### config.mk
export PLATFORM = sky130hd
export DESIGN_NAME = wave_monitor
export DESIGN_NICKNAME = d
export VERILOG_FILES = /design/src/rtl/wave_monitor_pkg.sv /design/src/rtl/wm_sync_edge.sv /design/src/rtl/wave_monitor.sv
export SDC_FILE = /design/constraint.sdc
export NUM_CORES = 1
export LEC_CHECK = 0
export CAP_MARGIN = 20
export CORE_UTILIZATION = 45
export DETAILED_ROUTE_END_ITERATION = 7
export PLACE_DENSITY = 0.73
export SETUP_SLACK_MARGIN = 0.2
export SYNTH_ARGS = -nofsm -noshare
export SYNTH_HDL_FRONTEND = slang
export SYNTH_SLANG_ARGS = --single-unit
### constraint.sdc
create_clock -name clk -period 2.15 [get_ports clk]
set_input_delay 0.215 -clock clk [delete_from_list [all_inputs] [get_ports clk]]
set_output_delay 0.215 -clock clk [all_outputs]
set_load 0.05 [all_outputs]
### src/rtl/wave_monitor_pkg.sv
// Shared types and constants for the waveform period / high-time monitor.
package wave_monitor_pkg;

    typedef enum logic [1:0] {
        ST_ARM  = 2'd0,
        ST_HIGH = 2'd1,
        ST_LOW  = 2'd2
    } state_e;

    // Saturation value of a width-bit counter (all ones).
    function automatic logic [31:0] cnt_sat(input int unsigned width);
        return (32'd1 << width) - 32'd1;
    endfunction

endpackage

### src/rtl/wm_sync_edge.sv
// Synchronizer chain for an asynchronous input, plus history flop and edge detection.
module wm_sync_edge #(
    parameter int SYNC_STAGES = 2
) (
    input  logic clk,
    input  logic rst_n,
    input  logic sig_i,
    output logic level_o,
    output logic rise_o,
    output logic fall_o
);

    logic [SYNC_STAGES-1:0] sync_q;
    logic                   hist_q;

    // NOTE: non-blocking assignments so each stage samples its neighbour's previous value.
    always_ff @(posedge clk or negedge rst_n) begin
        if (!rst_n) begin
            sync_q <= '0;
            hist_q <= 1'b0;
        end else begin
            sync_q <= {sync_q[SYNC_STAGES-2:0], sig_i};
            hist_q <= sync_q[SYNC_STAGES-1];
        end
    end

    assign level_o = sync_q[SYNC_STAGES-1];
    assign rise_o  = level_o & ~hist_q;
    assign fall_o  = ~level_o & hist_q;

endmodule

### src/rtl/wave_monitor.sv
// Measures period and high time of an asynchronous waveform, with a held result
// handed to a consumer through a valid/ready pair.
module wave_monitor
    import wave_monitor_pkg::*;
#(
    parameter int CNT_W       = 16,
    parameter int SYNC_STAGES = 2
) (
    input  logic             clk,
    input  logic             rst_n,
    input  logic             sig_in,
    input  logic             enable,
    input  logic             meas_ready,
    output logic             meas_valid,
    output logic [CNT_W-1:0] period,
    output logic [CNT_W-1:0] high_time,
    output logic             rise_pulse,
    output logic             fall_pulse,
    output logic             timeout,
    output logic             overrun,
    output logic             led
);

    localparam logic [CNT_W-1:0] CNT_MAX = CNT_W'(cnt_sat(CNT_W));
    localparam logic [CNT_W-1:0] CNT_PRE = CNT_MAX - CNT_W'(1);

    logic level, rise, fall;

    state_e           state_q, state_d;
    logic [CNT_W-1:0] cnt_q, cnt_d;
    logic [CNT_W-1:0] hcnt_q, hcnt_d;
    logic [CNT_W-1:0] period_q, period_d;
    logic [CNT_W-1:0] htime_q, htime_d;
    logic             valid_q, valid_d;
    logic             overrun_q, overrun_d;
    logic             timeout_q, timeout_d;
    logic             rise_q, fall_q, led_q;
    logic             meas_fire;

    wm_sync_edge #(.SYNC_STAGES(SYNC_STAGES)) u_sync_edge (
        .clk     (clk),
        .rst_n   (rst_n),
        .sig_i   (sig_in),
        .level_o (level),
        .rise_o  (rise),
        .fall_o  (fall)
    );

    // NOTE: every signal gets a default first, so no path through the block infers a latch.
    always_comb begin
        state_d   = state_q;
        cnt_d     = cnt_q;
        hcnt_d    = hcnt_q;
        timeout_d = 1'b0;
        meas_fire = 1'b0;
        if (!enable) begin
            state_d = ST_ARM;
            cnt_d   = '0;
        end else if (rise) begin
            // Every rise restarts the count; only a rise that closes a LOW phase measures.
            cnt_d     = CNT_W'(1);
            state_d   = ST_HIGH;
            meas_fire = (state_q == ST_LOW);
        end else begin
            case (state_q)
                ST_ARM: cnt_d = '0;
                ST_HIGH, ST_LOW: begin
                    if (cnt_q == CNT_PRE) begin
                        timeout_d = 1'b1;
                        state_d   = ST_ARM;
                        cnt_d     = '0;
                    end else begin
                        cnt_d = cnt_q + CNT_W'(1);
                        if (state_q == ST_HIGH && fall) begin
                            hcnt_d  = cnt_q;
                            state_d = ST_LOW;
                        end
                    end
                end
                default: state_d = ST_ARM;
            endcase
        end
    end

    always_comb begin
        valid_d   = valid_q;
        period_d  = period_q;
        htime_d   = htime_q;
        overrun_d = overrun_q;
        if (meas_fire) begin
            if (!valid_q || meas_ready) begin
                period_d = cnt_q;
                htime_d  = hcnt_q;
                valid_d  = 1'b1;
            end else begin
                overrun_d = 1'b1;
            end
        end else if (valid_q && meas_ready) begin
            valid_d = 1'b0;
        end
    end

    always_ff @(posedge clk or negedge rst_n) begin
        if (!rst_n) begin
            state_q   <= ST_ARM;
            cnt_q     <= '0;
            hcnt_q    <= '0;
            period_q  <= '0;
            htime_q   <= '0;
            valid_q   <= 1'b0;
            overrun_q <= 1'b0;
            timeout_q <= 1'b0;
            rise_q    <= 1'b0;
            fall_q    <= 1'b0;
            led_q     <= 1'b1;
        end else begin
            state_q   <= state_d;
            cnt_q     <= cnt_d;
            hcnt_q    <= hcnt_d;
            period_q  <= period_d;
            htime_q   <= htime_d;
            valid_q   <= valid_d;
            overrun_q <= overrun_d;
            timeout_q <= timeout_d;
            rise_q    <= enable & rise;
            fall_q    <= enable & fall;
            led_q     <= ~level;
        end
    end

    assign meas_valid = valid_q;
    assign period     = period_q;
    assign high_time  = htime_q;
    assign rise_pulse = rise_q;
    assign fall_pulse = fall_q;
    assign timeout    = timeout_q;
    assign overrun    = overrun_q;
    assign led        = led_q;

endmodule

======== After elaboration in Yosys (flattened, before gate mapping) ========
Cells that the tools add are included.
operators by class
  multiplexer cells ....................... 18
  eq/ne operators ......................... 7
  $add $sub $neg .......................... 1
  bitwise logic cells ..................... 9
  reductions and logical operators ........ 12
operators with widths
  operator                 count
  $mux W16                 3
  $pmux W16 S2             1
  $add A16 B1 Y16 const B  1
  $eq A16 B16 Y1 const B   1
  $mux W1                  9
  $mux W2                  4
  $reduce_and A2 Y1        4
  $ne A5 B5 Y1 const B     1
  $not A1 Y1               5
  $reduce_and A5 Y1        1
  $and A1 B1 Y1            4
  $ne A4 B1 Y1 const B     1
  $pmux W2 S2              1
  $ne A3 B3 Y1 const B     1
  $eq A2 B1 Y1 const B     1
  $eq A2 B2 Y1 const B     1
  $logic_and A1 B1 Y1      2
  $logic_not A2 Y1         1
  $ne A2 B1 Y1 const B     1
  $reduce_bool A2 Y1       1
  $reduce_or A2 Y1         1
  $logic_not A1 Y1         1
  $logic_or A1 B1 Y1       1
storage, ports and cells
  word-level logic and storage cells ...... 60
  register bits after elaboration ......... 75
  output and inout port bits .............. 38
  bits of input ports ..................... 5

======== Depth between registers and ports, before layout ========
Gate-level depths: netlist of run 1.
  depth in word-level cells ............... 8
  depth in mapped cells ................... 7
  gate-level depth less buffers ........... 6

======== Hierarchy ========
From an unflattened synthesis of run 1, not the netlist that was laid out.
unflattened totals
  cell total of the unflattened synthesis .. 233
  area, all modules ....................... 3119.2 um2
modules (own cells, without submodules)
  module        instances  cells each  seq. area each (um2)  area an instance (um2)
  wave_monitor  1          228         1803.0                3029.2
  wm_sync_edge  1          5           75.1                  90.1

======== Worst setup path before layout of run 1 ========
No wires, ideal clock.
  kind .................................... register to register
  start point ............................. register state_q[0]
  end point ............................... register hcnt_q[10]
  required time ........................... 2.025 ns
  stages on the path, launching flop included .. 7
  clock period less this slack ............ 2.004 ns
  setup time .............................. 0.125 ns
  slack ................................... 0.146 ns
  path buffers ............................ 1
  data arrival time ....................... 1.879 ns
  cells stage by stage .................... dfrtp_1 inv_1 ha_1 nand3_1 nor3_2 buf_6 mux2_4
between the ends
  word-level cells in the longest chain between the ends .. 3
  elaborated cells on any way between the ends .. 5
  those cells by class .................... eq/ne: 2; reduce/logical: 3
ends and longest elaborated chain
  what                                                            RTL line                                source
  from (decl)                                                     wave_monitor.sv:29                      state_e state_q, state_d;
  from (signal assigned)                                          wave_monitor.sv:117                     state_q <= state_d;
  $eq A2 B2 Y1 / $eq A2 B1 Y1 (equally long branches)             wave_monitor.sv:65, wave_monitor.sv:74
  $reduce_or A2 Y1 / $logic_and A1 B1 Y1 (equally long branches)  wave_monitor.sv:65, wave_monitor.sv:74
  $reduce_and A5 Y1 (no source line) *                            --
  to (signal assigned)                                            wave_monitor.sv:119                     hcnt_q <= hcnt_d;
  to (decl)                                                       wave_monitor.sv:31                      logic [CNT_W-1:0] hcnt_q, hcnt_d;
Every way passes the cells marked *; elsewhere a longest branch is shown, timed or not.
A chain may end at the register's enable or synchronous reset.

======== Worst setup path after layout of run 1 ========
  start point ............................. register state_q[0]
  end point ............................... register hcnt_q[1]
Same word-level chain as after synthesis.

==> summary.md, run 1 <==
| Metric | Value |
|---|---|
| Synth Instances | `254` |
| Pwr Total | `0.00271 W` |
| Antenna-violating nets left | `0` |
| Top_reg_cell synth | `dfrtp_1` |
| Crit-path cells | `inv_1 > ha_1 > nand3_1 > nor3_4 > buf_12 > mux2_1` |
| Seq pwr share | `0.529` |
| Setup crit end kind | `flop` |
| Leading cell type by number of instances after synthesis | `dfrtp_1` |
| CP max-delay cell | `dfrtp_1` |
| DRC viols | `0` |
| Slew headroom | `0.616` |
| RSZ-0062 raised after global routing | `yes` |
| Port Buffer Count | `42` |
| Worst-path clk slew | `0.07 ns` |
| Synth cell count leaders | `74 x dfrtp_1, 31 x mux2_2, 15 x inv_1` |
| Dpl hpwl | `4480 um` |
| Final nets | `328` |
| Peak supply drop | `0.251 mV` |
| Sink Count | `75` |
| # fillers | `567` |
| Gr usage total | `0.191` |
| Cell Pwr Density | `643 nW/um2` |
| Max Fclk | `0.531 GHz` |
| Worst Path Arrival | `2.10 ns` |
| Routed via count | `2245` |
| Die W | `87.6 um` |
| Leakage | `1.90 nW` |
| TritonCTS Buffers | `9` |
| Reg-to-reg slack, setup | `0.27 ns` |
| Die Height | `87.6 um` |
| R2r worst-path depth | `6` |
| Slew Limit Fails | `0` |
| DRT iter0 DRCs | `179` |
| Register area | `1880 um2` |
| Crit path max fanout | `16` |
| Cell accounting for the most synthesized area | `dfrtp_1` |
| Multi-input logic area | `1330 um2` |
| First-pass GRT wire length | `11000 um` |
| CP Launch Type | `flop` |
| Die area | `7670 um2` |
| Async SR Flop Fraction | `1.00` |
| Top cell type's share of synthesized area | `0.562` |
| Initial antenna violation count | `0` |
| Routed WL | `6580 um` |
| Post-Syn Nets | `265` |
| Max_cap viols | `0` |
| Critical path class | `reg -> reg` |
| Synthesized area per cell | `13.0 um2` |
| FF-to-FF End | `hcnt_q[1]` |
| GPL Wtd Cong | `0.871` |
| Largest net degree at the start of global routing | `45` |
| Routed vias/inst | `5.37` |
| Final TNS setup | `0 ns` |
| Run status | `finished clean` |
| Worst-Skew Late Latency | `0.34 ns` |
| Routed WL per cell | `15.7 um` |
| Max stage delay on crit path | `0.43 ns` |
| Synth warn | `0` |
| Layout Utilization | `0.606` |
| Area Overhead vs Synth | `27.7%` |
| Total core area | `6940 um2` |
| Reg-to-Reg Start | `state_q[0]` |
| Final Instance Area | `4210 um2` |
| Pint | `0.00211 W` |
| Switch share | `0.221` |
| CTS tree | `done` |
| Skew final | `0.00391 ns` |
| Ranking of synthesized cells by area | `dfrtp_1 56%, mux2_2 11%, mux2_4 4.6%, mux2_1 2.4%, ha_1 2.3%` |
| Netlist cell types | `37` |
| Worst hold endpoint | `u_sync_edge.sync_q[0]` |
| H-tree Lvls | `3` |
| Antenna diode count | `0` |
| Share of cells above drive strength 1 | `0.270` |
| Minimum clock period | `1.88 ns` |
| CTS root buffer | `clkbuf_8` |
| HP Start | `sig_in` |
| Worst endpoint required time | `2.37 ns` |
| Post-DP Area | `3970 um2` |
| Clock buffer depth | `2` |
| Initial core utilization | `0.474` |
| Final Hold Fails | `0` |
| Tightest Pin Transition | `0.576 ns` |
| Setup violators final | `0` |
| Combinational power share | `0.053` |
| Switching power | `0.000599 W` |
| Pre-antenna DRT Iters | `4` |
| # IOs | `43` |
| Grt total ovfl | `0` |
| Seq/Total Area, Yosys | `0.570` |
| Tcrit/Tclk final | `0.876` |
| Rows | `30` |
| Seq cells post-synth | `75` |
| Synthesized area | `3290 um2` |
| Worst hold path depth | `1` |
| Post-synth EDFFs | `0` |
| Clock power share | `0.418` |
| Vias in the first global route | `2249` |
| Hold Crit Class | `in -> reg` |
| Post-CTS setup buffers | `0` |
==> power groups by stage <==
| stage | Combinational (W) | Sequential [W] | Clock [W] |
|---|---|---|---|
| 2_1_floorplan | 0.0000530 | 0.00147 | 0 |
| 3_3_place_gp | 0.000137 | 0.00146 | 0 |
| 3_5_place_dp | 0.000140 | 0.00146 | 0 |
| 4_1_cts | 0.000144 | 0.00143 | 0.00115 |
| 5_1_grt | 0.000159 | 0.00143 | 0.00122 |
| 6_report | 0.000144 | 0.00143 | 0.00113 |
==> layout by cell type (no fill, tap or decap), drive strengths merged, types with 3 or more instances in the layout <==
master,Yosys,layout
and3,4,4
o2bb2ai,5,5
mux2,48,48
nand4,8,8
ha,6,6
nor4,8,8
clkdlybuf4s50,0,41
a31oi,7,7
a21oi,3,3
buf,8,20
o31ai,6,6
nand3,11,11
clkbuf,2,13
nand2,13,13
nand2b,10,10
o22ai,6,6
dfrtp,74,74
inv,15,16
==> per-layer routing <==
layer	vias to the layer above	track usage	part of all wire
met5	-	0	0
met4	0	0.0849	0.014
met3	8	0.0358	0.038
met2	62	0.308	0.49
met1	1110	0.252	0.46
li1	1065	-	-
==> stage by stage <==
| step | std cells | setup WS (ns) | hold WS [ns] |
|---|---|---|---|
| 2_1_floorplan | 254 | 0.218 | -0.0806 |
| 3_3_place_gp | 401 | 0.208 | 0.247 |
| 3_5_place_dp | 401 | 0.140 | 0.248 |
| 4_1_cts | 418 | 0.222 | 0.289 |
| 5_1_grt | 418 | 0.191 | 0.316 |
| 6_report | 418 | 0.267 | 0.303 |
==> critical path: cells and delay by family (launching register included) <==
family,cells,cell delay (ns)
flops,1,0.43
simple gates,2,0.37
fa+ha+maj,1,0.32
mux,1,0.34
buf+inv,2,0.29
==> how the worst max path moves through the flow <==
| stage | startpoint | endpoint | slack [ns] | depth (start not counted) |
|---|---|---|---|---|
| floorplan | state_q[0] | hcnt_q[10] | 0.22 | 6 |
| global placement | enable | cnt_q[8] | 0.21 | 5 |
| detailed placement | cnt_q[5] | cnt_q[8] | 0.14 | 4 |
| CTS | state_q[0] | cnt_q[2] | 0.22 | 6 |
| global route | state_q[0] | cnt_q[8] | 0.19 | 6 |
| finish | state_q[0] | hcnt_q[1] | 0.27 | 6 |
==> flip-flops by register name (all words and copies together), names as in the netlist, 2 cells and up <==
signal / count
cnt_q: 16
hcnt_q: 16
high_time: 16
period: 16
state_q: 2
u_sync_edge.sync_q: 2
==> what timing repair did <==
item | CTS | global route
hold buffers | 1 | 0
gates resized for setup | 2 | 2
endpoints found under the hold margin | 43 | 0
cloned | 0 | 0
endpoints found under the setup margin | 11 | 45
==> layout make-up <==
cell class                 instances  share of cell area
tap                               96              0.0286
clock inverter                     3              0.0104
timing repair buffer              62               0.145
sequential                        75               0.446
inverter                          15              0.0134
clock buffer                      13              0.0402
multi-input combinational        154               0.316
==> kinds of logic after synthesis <==
group | after synthesis | share of synthesized area
adder cells (fa/ha/maj) | 6 | 0.0228
buffers and inverters | 25 | 0.0330
AND/OR/NAND/NOR | 67 | 0.129
flip-flops | 75 | 0.570
multiplexers | 48 | 0.175
AO/OA/AOI/OAI | 33 | 0.0699
No activity file was read; power rests on OpenSTA's default activity.
==> run 2, diff against run 1 <==
--- a/config.mk
+++ b/config.mk
@@ -5,10 +5,10 @@
 export SDC_FILE = /design/constraint.sdc
 export NUM_CORES = 1
 export LEC_CHECK = 0
-export CAP_MARGIN = 20
-export CORE_UTILIZATION = 45
+export CAP_MARGIN = 15
+export CORE_UTILIZATION = 49
 export DETAILED_ROUTE_END_ITERATION = 7
-export PLACE_DENSITY = 0.73
+export PLACE_DENSITY = 0.78
 export SETUP_SLACK_MARGIN = 0.2
 export SYNTH_ARGS = -nofsm -noshare
 export SYNTH_HDL_FRONTEND = slang
==> run 2 against run 1 <==
  * The flow now finishes with violations (design-rule violations)
  * Critical endpoint is now cnt_q[10]
  * Largest cell class unchanged
  * Combinational power is essentially flat
  * Clock power is 8% lower
  * Largest power group unchanged
  * Cell area shrank 1.4%
==> summary.md, run 2 (synthesis gave the netlist of run 1 again) <==
| Metric | Value |
|---|---|
| Routed vias/inst | `5.77 (+7.4%)` |
| RSZ-0062 raised after global routing | `no` |
| Post-DP Area | `3920 um2 (-1.2%)` |
| Peak supply drop | `0.361 mV (+44%)` |
| Skew final | `0.00732 ns (+0.00341 ns)` |
| # IOs | `43 (unchanged)` |
| DRT iter0 DRCs | `183 (+2.2%)` |
| Port Buffer Count | `42 (unchanged)` |
| Leakage | `1.87 nW (-1.6%)` |
| Final nets | `327 (-0.30%)` |
| Non-Filler Instances | `398 (-4.8%)` |
| Die W | `84.0 um (-4.1%)` |
| Antenna diode count | `0 (unchanged)` |
| Worst hold slack | `0.301 ns (-0.00224 ns)` |
| Die area | `7060 um2 (-8.0%)` |
| Critical path class | `reg -> reg` |
| Seq pwr share | `0.547 (+0.018)` |
| Cells after DPL | `379 (-5.5%)` |
| Switch share | `0.234 (+0.0131)` |
| CP Launch Type | `flop` |
| Routed via count | `2296 (+2.3%)` |
| Sink Count | `75 (unchanged)` |
| Final TNS setup | `0 ns (unchanged)` |
| Switching power | `0.000613 W (+2.4%)` |
| Vias in the first global route | `2238 (-0.49%)` |
| Share of cells above drive strength 1 | `0.274 (+0.00396)` |
| R2r worst-path depth | `7 (+1)` |
| Worst endpoint required time | `2.41 ns (+0.04 ns)` |
| Most common cell after layout, fill and taps aside | `dfrtp_1` |
| Die Height | `84.0 um (-4.1%)` |
| Grt total ovfl | `0 (unchanged)` |
| Dpl hpwl | `4250 um (-5.2%)` |
| FF-to-FF End | `cnt_q[10]` |
| Hold Crit Class | `in -> reg` |
| Gr usage total | `0.200 (+0.00935)` |
| GPL Wtd Cong | `0.856 (-1.7%)` |
| Run status | `finished with violations` |
| Antenna-violating nets left | `0 (unchanged)` |
| Setup crit end kind | `flop` |
| Setup violators final | `0 (unchanged)` |
| CTS root buffer | `clkbuf_8` |
| Reg-to-reg slack, setup | `0.26 ns (about the same)` |
| Tightest Pin Transition | `0.503 ns (-0.0732 ns)` |
| CTS tree | `done` |
| Final Instance Area | `4150 um2 (-1.4%)` |
| Worst-path clk slew | `0.08 ns (about the same)` |
| Most frequent cells in the layout | `70 x dfrtp_1, 41 x clkdlybuf4s50_1, 31 x mux2_2` |
| Rows | `29 (-3.3%)` |
| DRC viols | `11 (+11)` |
| Worst-Skew Late Latency | `0.35 ns (about the same)` |
| Tcrit/Tclk final | `0.877 (+0.00104)` |
| Routed WL per cell | `15.8 um (+0.70%)` |
| Worst Path Arrival | `2.15 ns (+0.05 ns)` |
| Largest net degree at the start of global routing | `59 (+31%)` |
| Pint | `0.00200 W (-4.9%)` |
| Routed WL | `6310 um (-4.1%)` |
| Max Fclk | `0.530 GHz (-0.12%)` |
| Crit path max fanout | `11 (-5)` |
| Failing checks | `design-rule violations` |
| Clock buffer depth | `2 (unchanged)` |
| Slew Limit Fails | `0 (unchanged)` |
| Total core area | `6420 um2 (-7.5%)` |
| Initial core utilization | `0.513 (+0.0385)` |
| Max_cap viols | `0 (unchanged)` |
| H-tree Lvls | `3 (unchanged)` |
| Slew headroom | `0.664 (+0.0477)` |
| # fillers | `470 (-17%)` |
| Clock power share | `0.398 (-0.020)` |
| TritonCTS Buffers | `9 (unchanged)` |
| Crit. Startpoint | `state_q[0]` |
| Cell Pwr Density | `631 nW/um2 (-1.9%)` |
| Combinational power share | `0.054 (about the same)` |
| Pre-antenna DRT Iters | `7 (+3)` |
| CP endpoint | `cnt_q[10]` |
| Area Overhead vs Synth | `25.9%` |
| Minimum clock period | `1.89 ns (+0.00224 ns)` |
| Initial antenna violation count | `0 (unchanged)` |
| First-pass GRT wire length | `10900 um (-0.50%)` |
| Reg-to-Reg Start | `state_q[0]` |
| Final Hold Fails | `0 (unchanged)` |
run 2: changes by cell type in the layout (fill, tap and decap cells not counted), sizes merged:
cell | previous run | this run
clkbuf | 13 | 9
clkinv | 1 | 4
clkinvlp | 0 | 2
buf | 20 | 19
inv | 16 | 15
run 2: worst max-delay path: stages (launching register included):
cell and delay, ns:
dfrtp_1 0.42, inv_1 0.09, ha_1 0.30, inv_1 0.08, nor4_1 0.41, nand2_1 0.10
buf_4 0.19, o22ai_1 0.20
run 2: per-layer routing:
layer	wire length (um)	track usage	share of wire
met1	2940	0.274	0.47
met2	2990	0.307	0.47
met3	264	0.0406	0.042
met4	108	0.0909	0.017
met5	0	0	0
run 2: area by class of cell:
type,count,area (um2),share of cell area
flip-flops and latches,75,1880,0.454
multi-input cells,154,1320,0.318
repair buffers,61,598,0.144
clock buffers,9,124,0.0299
well taps,77,96.3,0.0232
clock inverters,7,68.8,0.0166
inverters,15,56.3,0.0136
run 2: power groups by stage:
stage	Sequential, W	Combinational, W	Clock (W)
floorplan	0.00147	0.0000530	0
global placement	0.00146	0.000138	0
detailed placement	0.00146	0.000141	0
CTS	0.00143	0.000144	0.00107
global route	0.00143	0.000158	0.00113
finish	0.00143	0.000142	0.00104
run 2: how the worst min path moves through the flow:
stage	startpoint	end	slack, ns	cells after the start
2_1_floorplan	rst_n	cnt_q[0]	-0.08	0
3_3_place_gp	rst_n	high_time[7]	0.17	1
3_5_place_dp	rst_n	high_time[10]	0.17	1
4_1_cts	sig_in	u_sync_edge.sync_q[0]	0.30	1
5_1_grt	sig_in	u_sync_edge.sync_q[0]	0.31	1
6_report	sig_in	u_sync_edge.sync_q[0]	0.30	1
run 2: timing repair:
item,4_1_cts,5_1_grt
buffers inserted,0,2
hold buffers,1,0
resized for setup,1,4
setup endpoints to repair,14,21
endpoints found under the hold margin,17,0
run 2: metrics by stage:
step                total power (W)  utilization  setup slack (ns)
floorplan                   0.00153            -             0.218
global placement            0.00160        0.610             0.170
detailed placement          0.00160        0.610             0.155
CTS                         0.00264        0.643             0.212
global route                0.00272        0.646             0.202
finish                      0.00262        0.646             0.265
==> variant: new RTL, settings of run 1 <==
The parameter `CNT_W` goes from 16 to 20.
--- a/src/rtl/wave_monitor.sv
+++ b/src/rtl/wave_monitor.sv
@@ -5,3 +5,3 @@
 #(
-    parameter int CNT_W       = 16,
+    parameter int CNT_W       = 20,
     parameter int SYNC_STAGES = 2
Interface: changed (resized high_time and period); port bits go from 43 to 51. The function was not compared with the original's and may differ.
==> variant against run 1 <==
Power increased by 21%. Setup slack lost 0.0088 ns. Area after synthesis rose by 21%. Critical path depth decreased by 5. Wire length grew 24%. Via count rose by 21%. Sequential cell count is 16 higher. Final area grew 21%. Clock skew increased by 0.0054 ns. Global-route usage up 0.16 points.
==> variant: results (changes against run 1) <==
[power_and_ir_drop]
peakVddDrop_uv=365.9  ; +46%
power.leakage_uw=0.002315  ; +22%

[critical_path]
r2r_cells=7  ; +1
cp.arrival_ns=1.68  ; -0.42 ns
cpLargestDelayFamily=buffers and inverters
critPathMaxFanout=1  ; -15
r2r_setup_slack_ns=0.29  ; +0.02 ns
critPathSlowestCell=clkdlybuf4s50_1
critical_path.max_stage_delay_ns=0.79  ; +0.36 ns

[grt]
antenna_found_initial=0  ; unchanged
grt_pass1_vias=2632  ; +17%
grt_pass1_wl_um=13290  ; +21%
grt_max_degree=41  ; -8.9%
grtUsageTotal=0.1922  ; +0.001567

[final_layout]
final_net_count=391  ; +19%
nClkBuffers=10  ; -3
fill_cells=643  ; +13%
instances_no_fill=490  ; +17%
multi_input_area_share=0.3159  ; -0.0005851
n_all_inverters=6  ; -9
nMultiInputCombCells=196  ; +27%
nonClkBufAreaFrac=0.1528  ; +0.008207
drive_above_1_share=0.3117  ; +0.04150
diodes=0  ; unchanged
seq_cell_count=91  ; +21%
clock_cell_area_share=0.04911  ; -0.001454
num-nonclk-buffers=76  ; +23%
seqCellArea_um2=2291  ; +22%

[synth]
synth_nets=322  ; +22%
synth_compound_area_frac=0.07620  ; +0.006314
synthMuxAreaShare=0.1914  ; +0.01597
ys_types=36  ; -2.7%
ys.flop_type=dfrtp_1
ys_top_cells_by_area=dfrtp_1, mux2_2, mux2_4
ys_seq_area_frac=0.5734  ; +0.003291
async_flop_share=1.000  ; unchanged
synth_commonest_cells=dfrtp_1, mux2_2, nand2_1, a31oi_1, mux2_4
synth_area_per_cell_um2=12.78  ; -1.5%
synthAdderAreaFrac=0.01889  ; -0.003896

[clock_tree]
cts_buffer_depth=2  ; unchanged
cts_made_buffers=9  ; unchanged
cts_root_buf=clkbuf_8
cts_max_level=3  ; unchanged

[detailed_routing]
drt-pass1-iter-count=4  ; unchanged
vias_per_cell=5.527  ; +2.9%
drt_wl_total_um=8142  ; +24%
dr.first_iter.drc_count=102  ; -43%

[placed_design]
place_hpwl_um=5270  ; +18%
io_buffers=50  ; +19%
gp_congestion=0.8323  ; -4.4%
dpl.cell_count=465  ; +16%

[timing]
fin_skew_ns=0.009263  ; +0.005355 ns
finalSetupTns_ns=0  ; unchanged
slew-limit-headroom=0.6619  ; +0.04600
hold_ws_ns=0.2968  ; -0.006593 ns

[status]
status=completed

[min_path]
hold_class=in -> reg
hold-path-cell-count=1  ; unchanged

[variant: cell types whose count changed after synthesis, sizes merged, moves of 7 or more]
| cell | before | now |
|---|---|---|
| dfrtp | 74 | 90 |
| o21ai | 1 | 8 |
| nor2 | 2 | 13 |
| inv | 15 | 6 |
| nand2 | 13 | 22 |
| mux2 | 48 | 60 |
| a31oi | 7 | 21 |
[variant: per-layer routing]
| layer | up-vias | track usage | share of wire |
|---|---|---|---|
| met3 | 5 | 0.03791 | 0.044 |
| met2 | 73 | 0.2929 | 0.47 |
| met5 | - | 0 | 0 |
| li1 | 1261 | - | - |
| met4 | 0 | 0.07587 | 0.011 |
| met1 | 1369 | 0.2708 | 0.47 |
[variant: worst paths after layout]
kind                                       startpoint               endpoint
worst min register to register  u_sync_edge.sync_q[0]  u_sync_edge.sync_q[1]
worst max-delay path                              led                    led
min in group asynchronous                       rst_n              period[1]
worst min-delay path                           sig_in  u_sync_edge.sync_q[0]
max in group asynchronous                       rst_n                    led
worst max register to register             state_q[0]             hcnt_q[18]
[variant: through the flow]
stage	setup WS (ns)	util	total power [uW]	cell area (um2)
CTS	0.2044	0.5935	3294	4975
detailed placement	0.1169	0.5601	1897	4695
global route	0.2193	0.6049	3387	5070
finish	0.2584	0.6049	3266	5070
global placement	0.2181	0.5601	1891	4695
floorplan	0.3398	-	1824	3974
[variant: power by group]
part	switching [uW]	internal [uW]
registers	11.2	1720
logic	89.9	46.5
clock network	590	806
[variant: timing repair]
item                                   4_1_cts  5_1_grt
hold buffers                                 1        0
cloned                                       0        2
gates resized for setup                      2       14
endpoints found under the hold margin       35        0
pin swaps                                    1        1
setup endpoints to repair                   22       28
setup buffers                                2        4
